===== src/rtl/countdown_pkg.sv =====
// Shared types and constants for the countdown timer.
// Latency: n/a (declarations only).
// Backpressure: n/a.
package countdown_pkg;

    // Timer control states.
    typedef enum logic [1:0] {
        ST_IDLE    = 2'd0,
        ST_RUN     = 2'd1,
        ST_PAUSED  = 2'd2,
        ST_EXPIRED = 2'd3
    } countdown_state_t;

    // 50 MHz board clock -> one tick per second.
    localparam int TICK_DIV_DEFAULT = 50_000_000;

    // Short tick period for simulation.
    localparam int TICK_DIV_SIM = 4;

endpackage


===== src/rtl/tick_prescaler.sv =====
// Prescaler: counts enabled cycles 0..TICK_DIV-1 and flags the last one.
// Latency: tick is combinational from the registered count and enable.
// Backpressure: none; enable low freezes the count, clear forces it to 0.
//
// Ports:
//   clk, reset_n : clock and synchronous active-low reset
//   clear        : force count to 0 on the next edge (wins over enable)
//   enable       : advance the count; low holds the current phase
//   tick         : high when count == TICK_DIV-1 and enable is high
module tick_prescaler
    import countdown_pkg::*;
#(
    parameter int TICK_DIV = TICK_DIV_DEFAULT
) (
    input  logic clk,
    input  logic reset_n,
    input  logic clear,
    input  logic enable,
    output logic tick
);

    localparam int                CNT_W     = $clog2(TICK_DIV);
    localparam logic [CNT_W-1:0] CNT_LAST  = CNT_W'(TICK_DIV - 1);

    logic [CNT_W-1:0] cnt_q;
    logic [CNT_W-1:0] cnt_d;

    assign tick = enable && (cnt_q == CNT_LAST);

    always_comb begin
        cnt_d = cnt_q;
        if (clear) begin
            cnt_d = '0;
        end else if (enable) begin
            cnt_d = (cnt_q == CNT_LAST) ? '0 : cnt_q + CNT_W'(1);
        end
    end

    always_ff @(posedge clk) begin
        if (!reset_n) begin
            cnt_q <= '0;
        end else begin
            cnt_q <= cnt_d;
        end
    end

endmodule


===== src/rtl/countdown_timer.sv =====
// Loadable down-counter: decrements once per TICK_DIV cycles, pulses done on expiry.
// Latency: all outputs registered; load/start/pause take effect on the sampling edge.
// Backpressure: none; inputs prioritised reset_n > load > pause > start every cycle.
//
// Ports:
//   clk, reset_n      : clock and synchronous active-low reset
//   init, load        : load captures init into the count and the reload register
//   start, pause      : begin/resume and freeze counting
//   out, running, done: current count, RUN indicator, one-cycle expiry pulse
// Build option: COUNTDOWN_TIMER_AUTORELOAD_EN reloads the count on expiry and
// keeps running instead of stopping in EXPIRED.
module countdown_timer
    import countdown_pkg::*;
#(
    parameter int WIDTH    = 4,
    parameter int TICK_DIV = TICK_DIV_DEFAULT
) (
    input  logic             clk,
    input  logic             reset_n,
    input  logic [WIDTH-1:0] init,
    input  logic             load,
    input  logic             start,
    input  logic             pause,
    output logic [WIDTH-1:0] out,
    output logic             running,
    output logic             done
);

`ifdef COUNTDOWN_TIMER_AUTORELOAD_EN
    localparam bit AUTORELOAD_EN = 1'b1;
`else
    localparam bit AUTORELOAD_EN = 1'b0;
`endif

    localparam logic [WIDTH-1:0] ONE = WIDTH'(1);

    countdown_state_t state_q, state_d;
    logic [WIDTH-1:0] out_q, out_d;
    logic [WIDTH-1:0] reload_q, reload_d;
    logic             running_q, running_d;
    logic             done_q, done_d;

    logic tick;
    logic psc_clear;
    logic psc_enable;

    // The prescaler only advances in cycles where RUN actually continues, so a
    // tick coinciding with pause (or load) is lost and its phase is held.
    assign psc_enable = (state_q == ST_RUN) && !load && !pause;
    // Fresh starts from IDLE begin a full tick period; resumes from PAUSED do not.
    assign psc_clear  = load ||
                        ((state_q == ST_IDLE) && start && !pause && (out_q != '0));

    tick_prescaler #(
        .TICK_DIV (TICK_DIV)
    ) u_prescaler (
        .clk     (clk),
        .reset_n (reset_n),
        .clear   (psc_clear),
        .enable  (psc_enable),
        .tick    (tick)
    );

    always_comb begin
        state_d  = state_q;
        out_d    = out_q;
        reload_d = reload_q;
        done_d   = 1'b0;

        if (load) begin
            out_d    = init;
            reload_d = init;
            state_d  = ST_IDLE;
        end else begin
            case (state_q)
                ST_IDLE: begin
                    // A zero count cannot run, so start is silently ignored.
                    if (start && !pause && (out_q != '0)) begin
                        state_d = ST_RUN;
                    end
                end
                ST_RUN: begin
                    if (pause) begin
                        state_d = ST_PAUSED;
                    end else if (tick) begin
                        if (out_q > ONE) begin
                            out_d = out_q - ONE;
                        end else begin
                            done_d = 1'b1;
                            if (AUTORELOAD_EN && (reload_q != '0)) begin
                                out_d = reload_q;
                            end else begin
                                out_d   = '0;
                                state_d = ST_EXPIRED;
                            end
                        end
                    end
                end
                ST_PAUSED: begin
                    if (start && !pause) begin
                        state_d = ST_RUN;
                    end
                end
                ST_EXPIRED: begin
                    // Held at zero until load or reset.
                end
            endcase
        end

        running_d = (state_d == ST_RUN);
    end

    always_ff @(posedge clk) begin
        if (!reset_n) begin
            state_q   <= ST_IDLE;
            out_q     <= '0;
            reload_q  <= '0;
            running_q <= 1'b0;
            done_q    <= 1'b0;
        end else begin
            state_q   <= state_d;
            out_q     <= out_d;
            reload_q  <= reload_d;
            running_q <= running_d;
            done_q    <= done_d;
        end
    end

    assign out     = out_q;
    assign running = running_q;
    assign done    = done_q;

endmodule


===== config.mk =====
export PLATFORM = sky130hd
export DESIGN_NAME = countdown_timer
export DESIGN_NICKNAME = d
export VERILOG_FILES = /design/src/rtl/countdown_pkg.sv /design/src/rtl/tick_prescaler.sv /design/src/rtl/countdown_timer.sv
export SDC_FILE = /design/constraint.sdc
export NUM_CORES = 1
export LEC_CHECK = 0
export CAP_MARGIN = 20
export CORE_ASPECT_RATIO = 2
export CORE_MARGIN = 2
export CORE_UTILIZATION = 50
export DETAILED_ROUTE_END_ITERATION = 8
export PLACE_DENSITY = 0.77
export RECOVER_POWER = 100
export SLEW_MARGIN = 5
export SYNTH_ARGS = -nofsm -noshare
export SYNTH_HDL_FRONTEND = slang
export SYNTH_SLANG_ARGS = --single-unit
export TNS_END_PERCENT = 5

===== constraint.sdc =====
create_clock -name clk -period 3.13 [get_ports clk]
set_input_delay 0.626 -clock clk [delete_from_list [all_inputs] [get_ports clk]]
set_output_delay 0.626 -clock clk [all_outputs]
set_load 0.03 [all_outputs]

Word-level counts from Yosys, hierarchy flattened
Cells that the tools add are included.

storage, ports and cells
  register bits = 34
  input port bits = 9
  output and inout port bits = 6
  word-level logic and storage cells = 48

cells by class
  add/sub/neg operators = 2
  order comparisons = 1
  equality and inequality tests = 5
  multiplexer cells = 14
  bitwise logic cells = 3
  reduce and logical (&&, ||, !) cells = 18

operators by type and width
  kind                                                            count
  adder 26 x 1 -> 26 bit (second input constant)                  1
  equality test 26 bit (second input constant)                    1
  two-way mux 26 bit                                              1
  two-way mux 4 bit                                               5
  two-way mux 2 bit                                               6
  logical AND 1 bit                                               8
  one-hot mux 2 bit (3 select lines)                              1
  OR reduction 5 bit                                              1
  equality test 2 x 1 -> 1 bit (second input constant)            2
  greater-than comparator 4 x 1 -> 1 bit (second input constant)  1
  nonzero test 2 bit                                              2
  nonzero test 4 bit                                              1
  subtractor 4 x 1 -> 4 bit (second input constant)               1
  inverter 1 bit                                                  3
  AND reduction 3 bit                                             1
  equality test 2 bit (second input constant)                     1
  zero test 1 bit                                                 2
  zero test 2 bit                                                 1
  inequality test 2 bit (second input constant)                   1
  OR reduction 2 bit                                              1
  logical OR 1 bit                                                1
  two-way mux 1 bit                                               1

Depth between registers and ports, before layout
Gate-level depths: netlist of run 1.

  word-level depth = 9
  gate-level depth with buffers = 6
  gate-level depth less buffers = 6

Modules after synthesis
A second synthesis of run 1 with hierarchy kept.

unflattened totals
  cells, all modules = 200
  area total of the unflattened synthesis = 1737.9 um^2

modules (own cells, without submodules)
  module           instances  cells an instance  area each (um^2)  sequential area each (um^2)
  tick_prescaler   1          144                1262.5            520.5
  countdown_timer  1          56                 475.5             160.2

Least setup slack after synthesis of run 1
OpenSTA, ideal clock, no wires.

  kind = input to register
  from = input port load
  to = register u_prescaler.cnt_q[24]
  setup time = 0.080 ns
  data arrival time = 2.264 ns
  required time = 3.050 ns
  setup slack = 0.786 ns
  stages on the path = 5
  path buffers = 1
  path through = or4b_1 -> clkbuf_1 -> or3_1 -> or4_1 -> a211oi_2

on the way
  cells in the longest elaborated chain, start to end = 3
  elaborated cells on any way between the ends = 5
  classes of those cells = 5 x reduce/logical

RTL lines
  what                             line                   source
  start: declaration               countdown_timer.sv:21  input logic load,
  zero test 1 bit                  countdown_timer.sv:49  assign psc_enable = (state_q == ST_RUN) && !load && !pause;
  logical AND 1 bit (2 in series)  countdown_timer.sv:49
  end signal: assignment           tick_prescaler.sv:43   cnt_q <= cnt_d;
  end: declaration                 tick_prescaler.sv:25   logic [CNT_W-1:0] cnt_q;

Several ways; a longest one is shown, not always the timed one.
A chain may end at the register's enable or synchronous reset.

Worst setup path in the final report of run 1
  from = input port load
  to = register u_prescaler.cnt_q[11]

The elaborated chain is that of the path after synthesis.

==> flow_results.org, run 1 <==
** Synth
- The share of synthesized area in the top cell type comes to 37.3%.
- Number of enable-type register cells in the synthesized netlist :: 0
- Yosys mapped the design onto 38 distinct sky130hd cell types.
- Synthesized net count :: 226
- Post-synthesis sequential area ratio :: 37.3%
- Mean instance size in the synthesized netlist :: 8.56 um2
- Proportion of register bits with asynchronous set or reset after synthesis :: 0%
- During synthesis, Yosys emitted a total of 0 warnings.
- Top FF cell, synth :: sky130_fd_sc_hd__dfxtp_1
- Ranked by instance count, the synthesized netlist is headed by 34 x sky130_fd_sc_hd__dfxtp_1, 16 x sky130_fd_sc_hd__nor3_1, 13 x sky130_fd_sc_hd__a211oi_1, 13 x sky130_fd_sc_hd__nand4_1, 12 x sky130_fd_sc_hd__nand2_1.
- After synthesis, the cell types taking the most area are sky130_fd_sc_hd__dfxtp_1 37%, sky130_fd_sc_hd__a211oi_1 5.4%, sky130_fd_sc_hd__nand4_1 4.5%.
- Cell taking the most area after synthesis :: sky130_fd_sc_hd__dfxtp_1
- Most used standard cell by instance count after synthesis :: sky130_fd_sc_hd__dfxtp_1
- After technology mapping, the gate count stands at 213.
- In this run, synthesis produced a sequential element count of 34.
- Synthesized cell area :: 1820 um2

** Floorplan
- The die is 89.4 um tall.
- In this run the standard cell core region covers 3570 um2.
- Total Die Area :: 4170 um2
- Row generation in the floorplan step produced 31 rows.
- Initial Util :: 51.1%
- In this run the horizontal extent of the chip is 46.7 um.
- For this design the top-level I/O count stands at 15.

** Clock tree
- The tree is rooted in a sky130_fd_sc_hd__clkbuf_8.
- After clock tree synthesis, the repair step resized 0 gates.
- Sink Count :: 34
- TritonCTS built the clock tree.
- Clock network latency to the later pin of the worst-skew pair :: 290 ps
- The clock passes through at most 2 buffers.
- Total clock buffers created by CTS :: 5
- Number of levels in the clock H-tree :: 2
- Count of hold buffers inserted by post-cts repair :: 0
- Worst-path clk slew :: 70 ps
- Once the clock tree was built, the setup fixing pass inserted 0 buffers.

** Setup path
- The critical path goes through dlygate4sd3_1 > nor4b_2 > buf_4 > nand4_1 > nor3_1 > clkbuf_2 > nor3_1.
- Tracing the worst setup path back leads to its startpoint at load.
- STA classifies the critical path endpoint as a flip-flop.
- CP peak stage delay :: 640 ps
- In this design, the critical path's most frequently occurring cell is sky130_fd_sc_hd__nor3_1.
- The startpoint identified for the worst register-to-register timing path is u_prescaler.cnt_q[8].
- Worst-path fanout max :: 16
- For this design, the slowest cell found on the critical path is sky130_fd_sc_hd__dlygate4sd3_1.
- For the worst setup path, the data required time is 3280 ps.
- Worst setup path class :: in -> reg
- Flop2flop setup slack :: 760 ps
- Data arrives at the worst endpoint at 2890 ps.
- Depth of the worst register-to-register path :: 5
- The worst register-to-register path ends at u_prescaler.cnt_q[11].
- STA classifies the critical path startpoint as an input pin.

** Finish
- The layout has 351 filler cells.
- In the final layout, the multi-input gates occupy 1080 um2.
- Fraction of layout instances using a drive strength above 1 :: 6.03%
- Across the whole layout, storage elements account for 681 um2.
- Core Util, Final :: 59.0%
- After routing the design area is 2110 um2.
- The number of antenna diodes in the final layout is 0.
- Number of nets in the finished design :: 244
- The area growth from synthesis to layout is 15.6%.

** Pwr
- For this design the ratio of total power to cell area is 398 nW/um2.
- The worst-case IR drop observed on VDD is 0.000253 V.
- Static Leakage :: 0.000646 uW

** Timing
- The number of max-slew violations in the final report came to 0.
- The count of endpoints failing hold in the final timing report came to 0.
- Time the worst path needs with I/O delays and setup :: 2730 ps
- Setup repair after global routing left no endpoint under its margin.
- Across the routed clock network, the largest skew measured is 4.28 ps.
- Final count of negative-setup-slack endpoints :: 0
- Once routing completed, OpenROAD measured the worst setup slack at 396 ps.
- At the pin with the least slew margin, the transition time is 549 ps.
- In the final timing run, aggregate negative setup slack is 0 ps.
- Worst rel slew slack :: 63.4%
- Timing would allow up to 366 MHz.
- Of the available clock period, the critical path in the final layout requires 87.4%.

** Hold path
- Counting instances, the worst hold path has a depth of 2.
- Hold endpoint :: u_prescaler.cnt_q[21]
- The worst hold path belongs to the class reg -> reg.
- Hold_sp :: u_prescaler.cnt_q[21]

** Route
- Across all layers, the routed design uses 1,751 vias.
- ANT nets after route :: 0
- The pre-antenna-repair detailed-routing pass consisted of 4 iterations.
- Mean number of vias per cell :: 6.23
- For this block, the initial DRC count from the detailed router was 53.
- After detailed routing, the average wire length per cell comes to 16.6 um.
- For this run, design rule violations remaining after detail routing come to 0.
- Post-detailed-routing wire length :: 4.67 mm

** Global routing
- Total track usage :: 25.7%
- The number of antenna violations at the first check in global routing was 0.
- Global-route wire length before repair :: 7.54 mm
- Pin count of the biggest net entering global routing :: 27
- Remaining global-route overflow :: 0
- The via count of the first global-routing pass came to 1,657.

** Place
- Input and output buffers added on the ports amount to 14.
- Instance area after placement :: 2030 um2
- Routability-driven placement finished with a final weighted congestion of 0.886.
- Dpl hpwl :: 3.51 mm
- Placement Setup Slack :: 282 ps

** Job
- Total of max-cap violations :: 0

** Run status
- The flow ran to the end, and the final reports show no timing, DRC or antenna violations.
[placed cells by master (no fill, tap or decap), types with 2 or more instances in the layout]
master / n
sky130_fd_sc_hd__dfxtp_1: 34
sky130_fd_sc_hd__nor3_1: 16
sky130_fd_sc_hd__a211oi_1: 14
sky130_fd_sc_hd__nand4_1: 13
sky130_fd_sc_hd__nand2_1: 12
sky130_fd_sc_hd__or3_1: 10
sky130_fd_sc_hd__nand3_1: 10
sky130_fd_sc_hd__o21ai_0: 9
sky130_fd_sc_hd__nor2_1: 8
sky130_fd_sc_hd__or4_1: 8
sky130_fd_sc_hd__o31ai_1: 8
sky130_fd_sc_hd__dlygate4sd3_1: 8
sky130_fd_sc_hd__inv_1: 7
sky130_fd_sc_hd__xor2_1: 7
sky130_fd_sc_hd__xnor2_1: 6
sky130_fd_sc_hd__clkbuf_8: 6
sky130_fd_sc_hd__clkdlybuf4s50_1: 6
sky130_fd_sc_hd__a21oi_1: 5
sky130_fd_sc_hd__and3_1: 5
sky130_fd_sc_hd__and4_1: 5
sky130_fd_sc_hd__ha_1: 4
sky130_fd_sc_hd__nor4_1: 3
sky130_fd_sc_hd__a31oi_1: 3
sky130_fd_sc_hd__nand2b_1: 2
sky130_fd_sc_hd__or4b_1: 2
sky130_fd_sc_hd__nand3b_1: 2
sky130_fd_sc_hd__clkbuf_1: 2
sky130_fd_sc_hd__buf_4: 2
sky130_fd_sc_hd__clkbuf_2: 2
[how the worst max path moves through the flow]
| stage | to | slack (ps) | depth (start not counted) |
|---|---|---|---|
| 2_1_floorplan | u_prescaler.cnt_q[24] | 790 | 5 |
| 6_report | u_prescaler.cnt_q[11] | 400 | 7 |
| 3_3_place_gp | u_prescaler.cnt_q[24] | 330 | 5 |
| 4_1_cts | u_prescaler.cnt_q[24] | 570 | 5 |
| 3_5_place_dp | u_prescaler.cnt_q[24] | 280 | 5 |
| 5_1_grt | u_prescaler.cnt_q[3] | 300 | 7 |
[critical path, delay by kind of cell]
kind | cells | cell delay [ps]
buf+inv | 3 | 1270
simple gates | 4 | 980
[through the flow]
stage                     power, uW  hold slack [ps]  instances
after global placement          516              473        273
after floorplan                 487              461        213
after detailed placement        516              482        273
after global routing            869              516        281
after CTS                       846              498        281
final                           838              501        281
[sequential cells by signal, indices dropped and copies added (netlist names)]
register,cells
state_q,2
running,1
u_prescaler.cnt_q,26
done,1
out,4
[area by class of cell]
class                      count  area share, %
timing repair buffer          19           8.02
tap                           49           2.91
clock buffer                   7           4.10
multi-input combinational    164           51.2
sequential                    34           32.3
clock inverter                 1          0.238
inverter                       7           1.25
[routing by layer]
metal | track usage, % | wire length (um) | vias up | share of wire, %
li1 | - | - | 863 | -
met1 | 24.4 | 1760 | 831 | 38
met2 | 45.7 | 2580 | 37 | 55
met3 | 6.06 | 108 | 20 | 2.3
met4 | 17.4 | 227 | 0 | 4.9
met5 | 0 | 0 | - | 0
[report_power, final]
| part | leakage, uW | switching, uW | internal (uW) |
|---|---|---|---|
| sequential | 0.000275 | 5.22 | 436 |
| combinational | 0.000323 | 36.2 | 26.2 |
| clock | 0.0000482 | 157 | 177 |
| total | 0.000646 | 198 | 640 |
[logic make-up after synthesis]
logic type	Yosys count	synth area share, %
simple gates	101	32.8
compound gates	45	17.1
flops	34	37.3
buf+inv	15	3.23
xor+xnor	13	6.25
fa+ha+maj	4	2.75
mux	1	0.549
No activity file was read; power rests on OpenSTA's default activity.
==> run 2: changes to the inputs <==
Settings changed: CTS_BUF_LIST set to sky130_fd_sc_hd__clkbuf_2 sky130_fd_sc_hd__clkbuf_4 sky130_fd_sc_hd__clkbuf_8, MAX_ROUTING_LAYER set to met4.
==> run 2 against run 1 <==
  * Via count is 1.0% higher
  * Register-to-register slack about the same
  * Core utilization increased by 0.11 points
  * Hold slack got worse by 0.86 ps
  * Clock skew decreased by 0.56 ps
  * Fmax shrank 0.12%
  * Global-route usage grew 0.72 points
  * Sequential cell count did not move
  * Die area is the same
  * Critical path depth unchanged
  * Sequential power is essentially flat
==> flow_results.org, run 2 (synthesized netlist as in run 1, its figures left out) <==
** Setup path
- CP required :: 3280 ps (about the same)
- The arrival time of the worst setup path came to 2890 ps (about the same).
- STA classifies the critical path startpoint as an input pin.
- STA classifies the critical path endpoint as a flip-flop.
- The largest fanout on the critical path came to 16 (unchanged).
- Worst setup path class :: in -> reg

** Global routing
- Pin count of the biggest net entering global routing :: 27 (unchanged)
- Global-route wire length before repair :: 7.55 mm (about the same)
- Remaining global-route overflow :: 0 (unchanged)
- Total track usage :: 26.4% (+0.72 points)
- The number of antenna violations at the first check in global routing is 0 (unchanged).
- Number of global-route vias before repair :: 1,653 (-0.24%)

** Finish
- Fraction of layout instances using a drive strength above 1 :: 6.47% (+0.43 points)
- Number of nets in the finished design :: 244 (unchanged)
- Compared with the post-synthesis result, the final layout area differs by 15.8%.
- Register with the most flip-flops :: u_prescaler.cnt_q
- Number of flip-flops in the largest register :: 26 (unchanged)
- Most common library cell in the layout ignoring fill and taps :: sky130_fd_sc_hd__dfxtp_1
- The final instance area is 2110 um2 (+0.18%).
- Antenna diodes :: 0 (unchanged)
- The library cells used most frequently in the layout, excluding fill and tap cells, are 34 x sky130_fd_sc_hd__dfxtp_1, 16 x sky130_fd_sc_hd__nor3_1, 14 x sky130_fd_sc_hd__a211oi_1.

** Place
- Dpl hpwl :: 3.51 mm (unchanged)
- GP Congestion :: 0.901 (+1.7%)
- The total cell area at the placement stage is 2030 um2 (unchanged).
- Input/output buffers :: 14 (unchanged)

** Route
- The first-pass iteration count of the detailed router is 4 (unchanged).
- The final routed DRC violation total came to 0 (unchanged).
- Iteration-0 DRC count of the detailed router :: 59 (+11%)
- The wire length per cell is 16.5 um (-0.60%).
- The via count of the routed design is 1,769 (+1.0%).
- Mean number of vias per cell :: 6.30 (+1.0%)
- ANT nets after route :: 0 (unchanged)
- Post-detailed-routing wire length :: 4.64 mm (-0.60%)

** Floorplan
- Initial Util :: 51.1% (unchanged)
- Die extent in y :: 89.4 um (unchanged)
- The number of rows in the core area is 31 (unchanged).
- The area of the die is 4170 um2 (unchanged).
- X dimension of the die :: 46.7 um (unchanged)
- CORE AREA :: 3570 um2 (unchanged)
- I/O pin total :: 15 (unchanged)

** Timing
- The worst relative slew slack was 64.9% (+1.5 points).
- Accumulated negative setup slack :: 0 ps (unchanged)
- The highest clock rate came to 365 MHz (-0.12%).
- Setup repair after global routing left no endpoint under its margin.
- Largest clock skew in the final design :: 3.71 ps (-0.562 ps)
- The portion of the clock cycle consumed by the worst path in the final layout is 87.5% (+0.10 points).
- The count of endpoints failing hold in the final timing report came to 0 (unchanged).
- Final count of negative-setup-slack endpoints :: 0 (unchanged)
- The transition time at the pin with the least slew margin is 526 ps (-23.1 ps).
- The post-layout minimum cycle time was 2740 ps (+3.26 ps).
- Final count of pins violating max slew :: 0 (unchanged)

** Clock tree
- The clock latency on the worst-skew pair came to 290 ps (about the same).
- Clock tree root buffer cell :: sky130_fd_sc_hd__clkbuf_8
- Count of hold buffers inserted by post-cts repair :: 0 (unchanged)
- The clock-pin slew on the worst setup and hold paths came to 70 ps (about the same).
- Clock Tree Buf Depth :: 2 (unchanged)
- CTS tree :: yes
- The count of cells resized by post-cts repair came to 0 (unchanged).
- Post-CTS setup buffer count :: 0 (unchanged)
- Sink Count :: 34 (unchanged)
- Total clock buffers created by CTS :: 5 (unchanged)
- Number of levels in the clock H-tree :: 2 (unchanged)

** Pwr
- The worst voltage drop across the vdd grid is 0.000253 V (about the same).
- The power per cell area is 400 nW/um2 (+0.66%).
- The leakage power of the design was 0.000649 uW (+0.53%).

** Job
- The max-cap violation count was 0 (unchanged).

** Hold path
- Path type of the worst min-delay path :: reg -> reg

** Run status
- Status :: finished clean
run 2: worst max-delay path, stage by stage:
cell	delay, ps
sky130_fd_sc_hd__dlygate4sd3_1	640
sky130_fd_sc_hd__nor4b_2	410
sky130_fd_sc_hd__buf_4	260
sky130_fd_sc_hd__nand4_1	190
sky130_fd_sc_hd__nor3_1	290
sky130_fd_sc_hd__clkbuf_2	370
sky130_fd_sc_hd__nor3_1	90
run 2: worst paths after layout:
check	start	slack [ps]	endpoint	depth (start not counted)
max	load	390	u_prescaler.cnt_q[11]	7
max reg2reg	u_prescaler.cnt_q[8]	760	u_prescaler.cnt_q[11]	5
min reg2reg	u_prescaler.cnt_q[21]	500	u_prescaler.cnt_q[21]	2
min	u_prescaler.cnt_q[21]	500	u_prescaler.cnt_q[21]	2
run 2: layer usage:
layer	up-vias	part of all wire [%]	GRT usage (%)
met2	49	56	45.6
met5	-	0	-
met3	25	3.0	6.06
met1	831	37	24.5
li1	864	-	-
met4	0	4.8	17.4
run 2: stage by stage:
step	total power (uW)	std cells	util (%)	hold slack (ps)	worst slack, ps
2_1_floorplan	487	213	-	461	786
3_3_place_gp	516	273	57.0	473	327
3_5_place_dp	516	273	57.0	482	282
4_1_cts	855	281	59.7	498	573
5_1_grt	878	281	59.2	516	297
6_report	845	281	59.2	500	392
run 2: area by class of cell:
type / count / area (um2)
well taps: 49 / 61.3
clock inverters: 1 / 5.00
flip-flops and latches: 34 / 681
fillers: 353 / 1460
repair buffers: 19 / 169
inverters: 7 / 26.3
clock buffers: 7 / 90.1
multi-input cells: 164 / 1080
run 2: power breakdown:
group / leakage [uW] / total, uW / switching, uW / internal, uW
logic: 0.000323 / 62.1 / 35.9 / 26.2
registers: 0.000275 / 442 / 5.24 / 436
clock network: 0.0000517 / 342 / 156 / 186
total: 0.000649 / 845 / 197 / 649
